===== config.mk =====
export PLATFORM = sky130hd
export DESIGN_NAME = mdu_iter
export DESIGN_NICKNAME = d
export VERILOG_FILES = /design/src/rtl/mdu_iter.sv
export SDC_FILE = /design/constraint.sdc
export NUM_CORES = 1
export LEC_CHECK = 0
export ABC_CLOCK_PERIOD_IN_PS = 7360
export BUFFER_PORTS_ARGS = -buffer_cell sky130_fd_sc_hd__buf_2
export CORE_MARGIN = 2
export CORE_UTILIZATION = 40
export DETAILED_ROUTE_END_ITERATION = 8
export GPL_ROUTABILITY_DRIVEN = 0
export GPL_TIMING_DRIVEN = 0
export PLACE_DENSITY = 0.65
export SKIP_LAST_GASP = 1
export SLEW_MARGIN = 20
export SYNTH_ARGS = -nofsm -noshare
export SYNTH_HDL_FRONTEND = slang
export SYNTH_SLANG_ARGS = --single-unit

===== constraint.sdc =====
create_clock -name clk -period 7.36 [get_ports clk]
set_input_delay 0.368 -clock clk [delete_from_list [all_inputs] [get_ports clk]]
set_output_delay 0.368 -clock clk [all_outputs]
set_load 0.01 [all_outputs]

===== src/rtl/mdu_iter.sv =====
// mdu_iter: iterative radix-2 multiply/divide unit holding the HI/LO register pair
module mdu_iter #(
    parameter int WIDTH = 32
) (
    input  logic             clk,
    input  logic             reset,
    input  logic             start,
    input  logic [2:0]       op,
    input  logic [WIDTH-1:0] a,
    input  logic [WIDTH-1:0] b,
    output logic [WIDTH-1:0] hi,
    output logic [WIDTH-1:0] lo,
    output logic             busy,
    output logic             done
);
    localparam int CW = $clog2(WIDTH + 1);
    typedef enum logic [1:0] {IDLE, CALC, FIX} state_t;
    state_t state, state_nx;
    logic [CW-1:0] cnt;
    logic [2*WIDTH-1:0] prod, prod_neg;
    logic [WIDTH+1:0] shifted;
    logic [WIDTH:0] rem, rem_nx, sum;
    logic [WIDTH-1:0] opnd, abs_a, abs_b, hi_fix, lo_fix;
    logic is_div, neg_q, neg_r, div0, sgn, ge;

    // next state: MULT/DIV requests leave IDLE, CALC runs WIDTH steps, FIX takes one cycle
    always_comb begin
        state_nx = state;
        if (state == IDLE && start && !op[2]) state_nx = CALC;
        else if (state == CALC && cnt == CW'(WIDTH - 1)) state_nx = FIX;
        else if (state == FIX) state_nx = IDLE;
        busy = state != IDLE;
    end

    // operand magnitudes, one shift-add / restoring step, and the final sign fix-up
    always_comb begin
        sgn      = !op[0];
        abs_a    = (sgn && a[WIDTH-1]) ? -a : a;
        abs_b    = (sgn && b[WIDTH-1]) ? -b : b;
        sum      = {1'b0, prod[2*WIDTH-1:WIDTH]} + {1'b0, opnd & {WIDTH{prod[0]}}};
        shifted  = {rem, prod[WIDTH-1]};
        ge       = shifted >= {2'b0, opnd};
        rem_nx   = (WIDTH+1)'(ge ? shifted - {2'b0, opnd} : shifted);
        prod_neg = neg_q ? -prod : prod;
        hi_fix   = is_div ? (neg_r ? -rem[WIDTH-1:0] : rem[WIDTH-1:0]) : prod_neg[2*WIDTH-1:WIDTH];
        lo_fix   = is_div ? ((neg_q && !div0) ? -prod[WIDTH-1:0] : prod[WIDTH-1:0]) : prod_neg[WIDTH-1:0];
    end

    // state register
    always_ff @(posedge clk) begin
        if (reset) state <= IDLE;
        else state <= state_nx;
    end

    // datapath: operand latch, iteration, HI/LO writes and the done pulse
    always_ff @(posedge clk) begin
        if (reset) begin
            hi     <= '0;
            lo     <= '0;
            done   <= 1'b0;
            cnt    <= '0;
            prod   <= '0;
            rem    <= '0;
            opnd   <= '0;
            is_div <= 1'b0;
            neg_q  <= 1'b0;
            neg_r  <= 1'b0;
            div0   <= 1'b0;
        end else begin
            done <= state == FIX;
            if (state == IDLE && start) begin
                if (op == 3'd4) hi <= a;
                if (op == 3'd5) lo <= a;
                if (!op[2]) begin
                    is_div <= op[1];
                    neg_q  <= sgn && (a[WIDTH-1] ^ b[WIDTH-1]);
                    neg_r  <= sgn && a[WIDTH-1];
                    div0   <= op[1] && b == '0;
                    opnd   <= op[1] ? abs_b : abs_a;
                    prod   <= {{WIDTH{1'b0}}, op[1] ? abs_a : abs_b};
                    rem    <= '0;
                    cnt    <= '0;
                end
            end else if (state == CALC) begin
                cnt  <= cnt + 1'b1;
                prod <= is_div ? {prod[2*WIDTH-1:WIDTH], prod[WIDTH-2:0], ge} : {sum, prod[WIDTH-1:1]};
                if (is_div) rem <= rem_nx;
            end else if (state == FIX) begin
                hi <= hi_fix;
                lo <= lo_fix;
            end
        end
    end
endmodule


# [After elaboration in Yosys (flattened, before gate mapping)]
# Cells that the tools add are included.
[totals] out_inout_bits=66 register_bits=206 inputBits=70 elab_cells=94
[classes] n_eq_ne=10 bitwise_logic=3 n_reduce_logical=26 n_lt_le_gt_ge=1 muxes=32 addsub=8
[ops] cell="two-way mux 32 bit" n=16
[ops] cell="two-way mux 64 bit" n=5
[ops] cell="two-way mux 33 bit" n=5
[ops] cell="negator 32 bit" n=4
[ops] cell="negator 64 bit" n=1
[ops] cell=">= comparator 34 x 32 -> 1 bit" n=1
[ops] cell="adder 32 x 32 -> 33 bit" n=1
[ops] cell="subtractor 33 x 32 -> 33 bit" n=1
[ops] cell="AND 32 bit" n=1
[ops] cell="zero test 32 bit" n=1
[ops] cell="two-way mux 6 bit" n=3
[ops] cell="AND reduction 3 bit" n=4
[ops] cell="nonzero test 2 bit" n=5
[ops] cell="logical AND 1 bit" n=8
[ops] cell="adder 6 x 1 -> 6 bit, second input constant" n=1
[ops] cell="equality test 3 bit, second input constant" n=2
[ops] cell="equality test 6 x 5 -> 1 bit, second input constant" n=1
[ops] cell="!= test 2 x 1 -> 1 bit, second input constant" n=3
[ops] cell="two-way mux 2 bit" n=2
[ops] cell="!= test 2 bit, second input constant" n=2
[ops] cell="AND reduction 2 bit" n=2
[ops] cell="zero test 1 bit" n=3
[ops] cell="nonzero test 3 bit" n=1
[ops] cell="equality test 2 x 1 -> 1 bit, second input constant" n=1
[ops] cell="6 further kinds" n=6

# [Logic depth before layout (Yosys ltp)]
[logic_depth] ltp_word=7 depth_mapped=15 depth_no_buf=13

# [Worst setup path after synthesis]
# OpenSTA, ideal clock, no wires.
[synth_timing] kind="register to register" from="register prod[31]" to="register rem[15]" arrival_ns=3.235 slack_ns=4.049 setup_time_ns=0.076 required_ns=7.284 period_less_slack_ns=3.311 n_path_buf=1 stages_incl_launch_ff=14 cell_sequence="dfxtp_1 inv_1 ha_1 inv_1 fa_1 a211oi_1 nor2_1 o32ai_1 o211ai_1 a211o_1 a31oi_1 clkbuf_1 a32oi_1 o21ai_0"
[synth_between] elab_chain_cells=5 word_cells_on_any_way=6 cone_classes="add/sub (1); order compare (1); mux (4)"
[synth_rtl] item="start: declaration" line_no="20" source="logic [2*WIDTH-1:0] prod, prod_neg;"
[synth_rtl] item="start signal: assignment" line_no="80" source="prod <= {{WIDTH{1'b0}}, op[1] ? abs_a : abs_b};"
[synth_rtl] item="start signal: assignment" line_no="86" source="prod <= is_div ? {prod[2*WIDTH-1:WIDTH], prod[WIDTH-2:0], ge} : {sum, prod[WIDTH-1:1]};"
[synth_rtl] item="subtractor 33 x 32 -> 33 bit / >= comparator 34 x 32 -> 1 bit (equally long branches)" line_no="43, 42"
[synth_rtl] item="two-way mux 33 bit (*)" line_no="43" source="rem_nx = (WIDTH+1)'(ge ? shifted - {2'b0, opnd} : shifted);"
[synth_rtl] item="two-way mux 33 bit (*)" line_no="87" source="if (is_div) rem <= rem_nx;"
[synth_rtl] item="two-way mux 33 bit (*)" line_no="84" source="end else if (state == CALC) begin"
[synth_rtl] item="two-way mux 33 bit (*)" line_no="71" source="if (state == IDLE && start) begin"
[synth_rtl] item="end signal: assignment" line_no="87"
[synth_rtl] item="end: declaration" line_no="22" source="logic [WIDTH:0] rem, rem_nx, sum;"
# Mark *: on every way between the ends. The rest lies on a longest branch, timed or not. The select of a mux whose other input is x is not followed.
# A chain may end at the register's enable or synchronous reset.

# [Worst setup path after layout]
[layout_timing] from="register prod[0]" to="register hi[20]"
[layout_between] elab_chain_cells=6
[layout_rtl] item="negator 64 bit" line_no="44" source="prod_neg = neg_q ? -prod : prod;"
[layout_rtl] item="two-way mux 64 bit" line_no="44"
[layout_rtl] item="two-way mux 32 bit" line_no="45" source="hi_fix = is_div ? (neg_r ? -rem[WIDTH-1:0] : rem[WIDTH-1:0]) : prod_neg[2*WIDTH-1:WIDTH];"
[layout_rtl] item="two-way mux 32 bit" line_no="88" source="end else if (state == FIX) begin"
[layout_rtl] item="two-way mux 32 bit" line_no="84"
[layout_rtl] item="two-way mux 32 bit" line_no="71"
[layout_rtl] item="end signal: assignment" line_no="89" source="hi <= hi_fix;"
[layout_rtl] item="end: declaration" line_no="11" source="output logic [WIDTH-1:0] hi,"
# No other way between the ends. The select of a mux whose other input is x is not followed.

==> key figures <==
Outcome
  – Status: completed

Floorplanning
  – Die ar.: 41500 sq um
  – Site Rows: 73
  – Starting Density: 0.404
  – Core Region: 39500 sq um
  – Die W: 204 microns
  – Ports: 136
  – Die Ht: 204 microns

Clocking
  – Max Root-Sink Buffers: 3
  – Post-CTS Hold Fix Bufs: 0
  – Clk_lat worst skew: 0.57 ns
  – TritonCTS clock tree: yes
  – CTS clk-pin slew, worst paths: 0.06 ns
  – Post-CTS sizing: 0
  – Root Driver: clkbuf_16
  – Postcts setup bufs: 0
  – CTS H-Tree Depth: 1
  – # clock sinks: 206
  – CTS buffer count: 25

Timing
  – Fin. Hold Viols: 0
  – Setup TNS Final: 0 ns
  – Max Slew Vio Count: 0
  – Maximum clock rate: 213 MHz
  – RSZ-0062 raised after global routing: no
  – Fin Hold WS: 0.172 ns
  – Worst Tran Pin Value: 1.01 ns
  – Post-route clock period utilization: 0.639
  – Final setup margin: 2.66 ns
  – Final Setup Violations: 0
  – Slew headroom: 0.328
  – Fin Clk Skew: 0.0278 ns
  – Min Tclk post-route: 4.70 ns

Detailed routing
  – Routed len/inst: 23.9 microns
  – Vias/cell: 6.23
  – Drt initial violations: 2289
  – Drt drc: 0
  – DR vias: 17900
  – Post-Route WL: 68.8 mm
  – ANT nets after route: 0
  – First-pass iteration count of the detailed router: 8

Final layout
  – Final nets: 2474
  – Layout cell share with drive strength beyond 1: 0.0906
  – Area grow syn2layout: 13.7%
  – Number of diodes: 0
  – Post-Layout Cell Count: 2875
  – Commonest cells after routing, fill and taps aside: 245 x nor2_1, 237 x nand2_1, 206 x dfxtp_1, 197 x a21oi_1, 145 x o21ai_0
  – Commonest non-fill, non-tap cell in the layout: nor2_1

Critical path
  – CP startpoint kind: flop
  – Crit path arrival time: 5.17 ns
  – CP Max Fanout: 10
  – Setup crit end kind: flop
  – Critical path class: flop to flop
  – R2R setup slack: 2.66 ns
  – WP data required: 7.83 ns

Flow run
  – Max Cap Violations: 0

Pwr
  – Maximum VDD drop: 0.000154 V
  – Pleak: 7.16 nW
  – Pwr Density: 184 nW/um^2

GRT
  – Pin count of the biggest net entering global routing: 14
  – GRT Total Usage: 0.324
  – Grt ovf: 0
  – Initial antenna violation count: 1
  – First-pass GRT wire length: 102 mm
  – Number of global-route vias before repair: 16400

Logic synthesis
  – Number of synthesized flops with an enable pin: 0
  – Cells after synthesis: 2175
  – Main synth FF type: dfxtp_1
  – Yosys cell types: 68
  – Syn Area/Cell: 7.34 sq um
  – #FFs+latches synth: 206
  – Area of the mapped netlist: 16000 sq um
  – Post-synthesis sequential area ratio: 0.258
  – Fraction of registers with async set or reset after synthesis: 0
  – Syn_nets: 2316
  – YS warnings: 0

Placement
  – PortBufs: 131
  – Pre-CTS setup slack: 2.81 ns
  – Placed Cells: 2831
  – DP HPWL: 54.6 mm

Hold path
  – Worst Hold Class: input pin to flop
[worst paths after layout]
check / startpoint / to / cells past startpoint
setup / recovery: prod[0] / hi[20] / 12
hold / removal: a[3] / hi[3] / 3
setup reg to reg: prod[0] / hi[20] / 12
hold reg to reg: opnd[5] / opnd[5] / 2
[sequential cells by signal, indices dropped and copies added (netlist names)]
| register | cells |
|---|---|
| cnt | 6 |
| div0 | 1 |
| done | 1 |
| hi | 32 |
| is_div | 1 |
| lo | 32 |
| neg_q | 1 |
| neg_r | 1 |
| opnd | 32 |
| prod | 64 |
| rem | 33 |
| state | 2 |
[final cells by class]
| type | instances | area, sq um |
|---|---|---|
| Fill cell | 3930 | 21400 |
| Multi-Input combinational cell | 1757 | 11100 |
| Sequential cell | 206 | 4120 |
| Clock buffer | 30 | 684 |
| Tap cell | 525 | 657 |
| Timing Repair Buffer | 131 | 656 |
| Buffer | 144 | 542 |
| Inverter | 68 | 255 |
| Clock inverter | 14 | 168 |
[critical path, stage by stage (launching register included)]
cell      delay [ns]
dfxtp_1         0.45
inv_1           0.22
clkbuf_1        0.62
ha_1            0.32
nor4b_1         0.71
nand3b_1        0.44
or3_1           0.42
clkbuf_1        0.24
o41ai_1         0.46
xor2_1          0.13
mux2i_1         0.27
mux2i_1         0.13
a211oi_1        0.23
[where the power goes]
group / switching [mW] / internal (mW) / leakage (nW)
Combinational: 0.555 / 0.261 / 5.07
Clock: 0.552 / 0.771 / 0.419
Sequential: 0.0523 / 1.16 / 1.67
[kinds of logic (layout without fill, tap and decap cells)]
kind of cell,after synthesis,count (layout),share of synthesized area
AOI/OAI and AO/OA,676,676,0.270
xor gates and xnor gates,202,202,0.111
adders and majority gates,71,71,0.0566
buffers and inverters,212,387,0.0499
DFF,206,206,0.258
muxes,64,64,0.0407
and+or+nand+nor,744,744,0.214
[routing by layer]
metal | up-vias | wire length, microns | GRT usage
li1 | 8169 | - | -
met1 | 8302 | 26300 | 0.402
met2 | 1191 | 29600 | 0.503
met3 | 255 | 7660 | 0.0717
met4 | 2 | 5220 | 0.214
met5 | - | 18 | 0
[stage by stage]
step / util / power, mW / area, sq um
5_1_grt: 0.459 / 3.43 / 18200
3_3_place_gp: 0.437 / 1.99 / 17300
4_1_cts: 0.459 / 3.30 / 18100
6_report: 0.459 / 3.35 / 18200
3_5_place_dp: 0.437 / 2.01 / 17300
2_1_floorplan: - / 1.72 / 16000
[synthesized netlist by cell type (35+ instances only)]
master | n | area share
ha_1 | 69 | 0.054
o211ai_1 | 46 | 0.022
mux2i_1 | 57 | 0.036
nand2_1 | 237 | 0.056
dfxtp_1 | 206 | 0.26
xnor2_1 | 105 | 0.058
nand3_1 | 53 | 0.017
o21ai_0 | 145 | 0.045
clkbuf_1 | 133 | 0.031
inv_1 | 65 | 0.015
o31ai_1 | 41 | 0.019
a211oi_1 | 49 | 0.023
a21oi_1 | 197 | 0.062
xor2_1 | 97 | 0.053
a21o_1 | 35 | 0.016
nor2_1 | 245 | 0.058
nor3_1 | 45 | 0.014
Note: power is estimated with default switching activity, not from simulation.
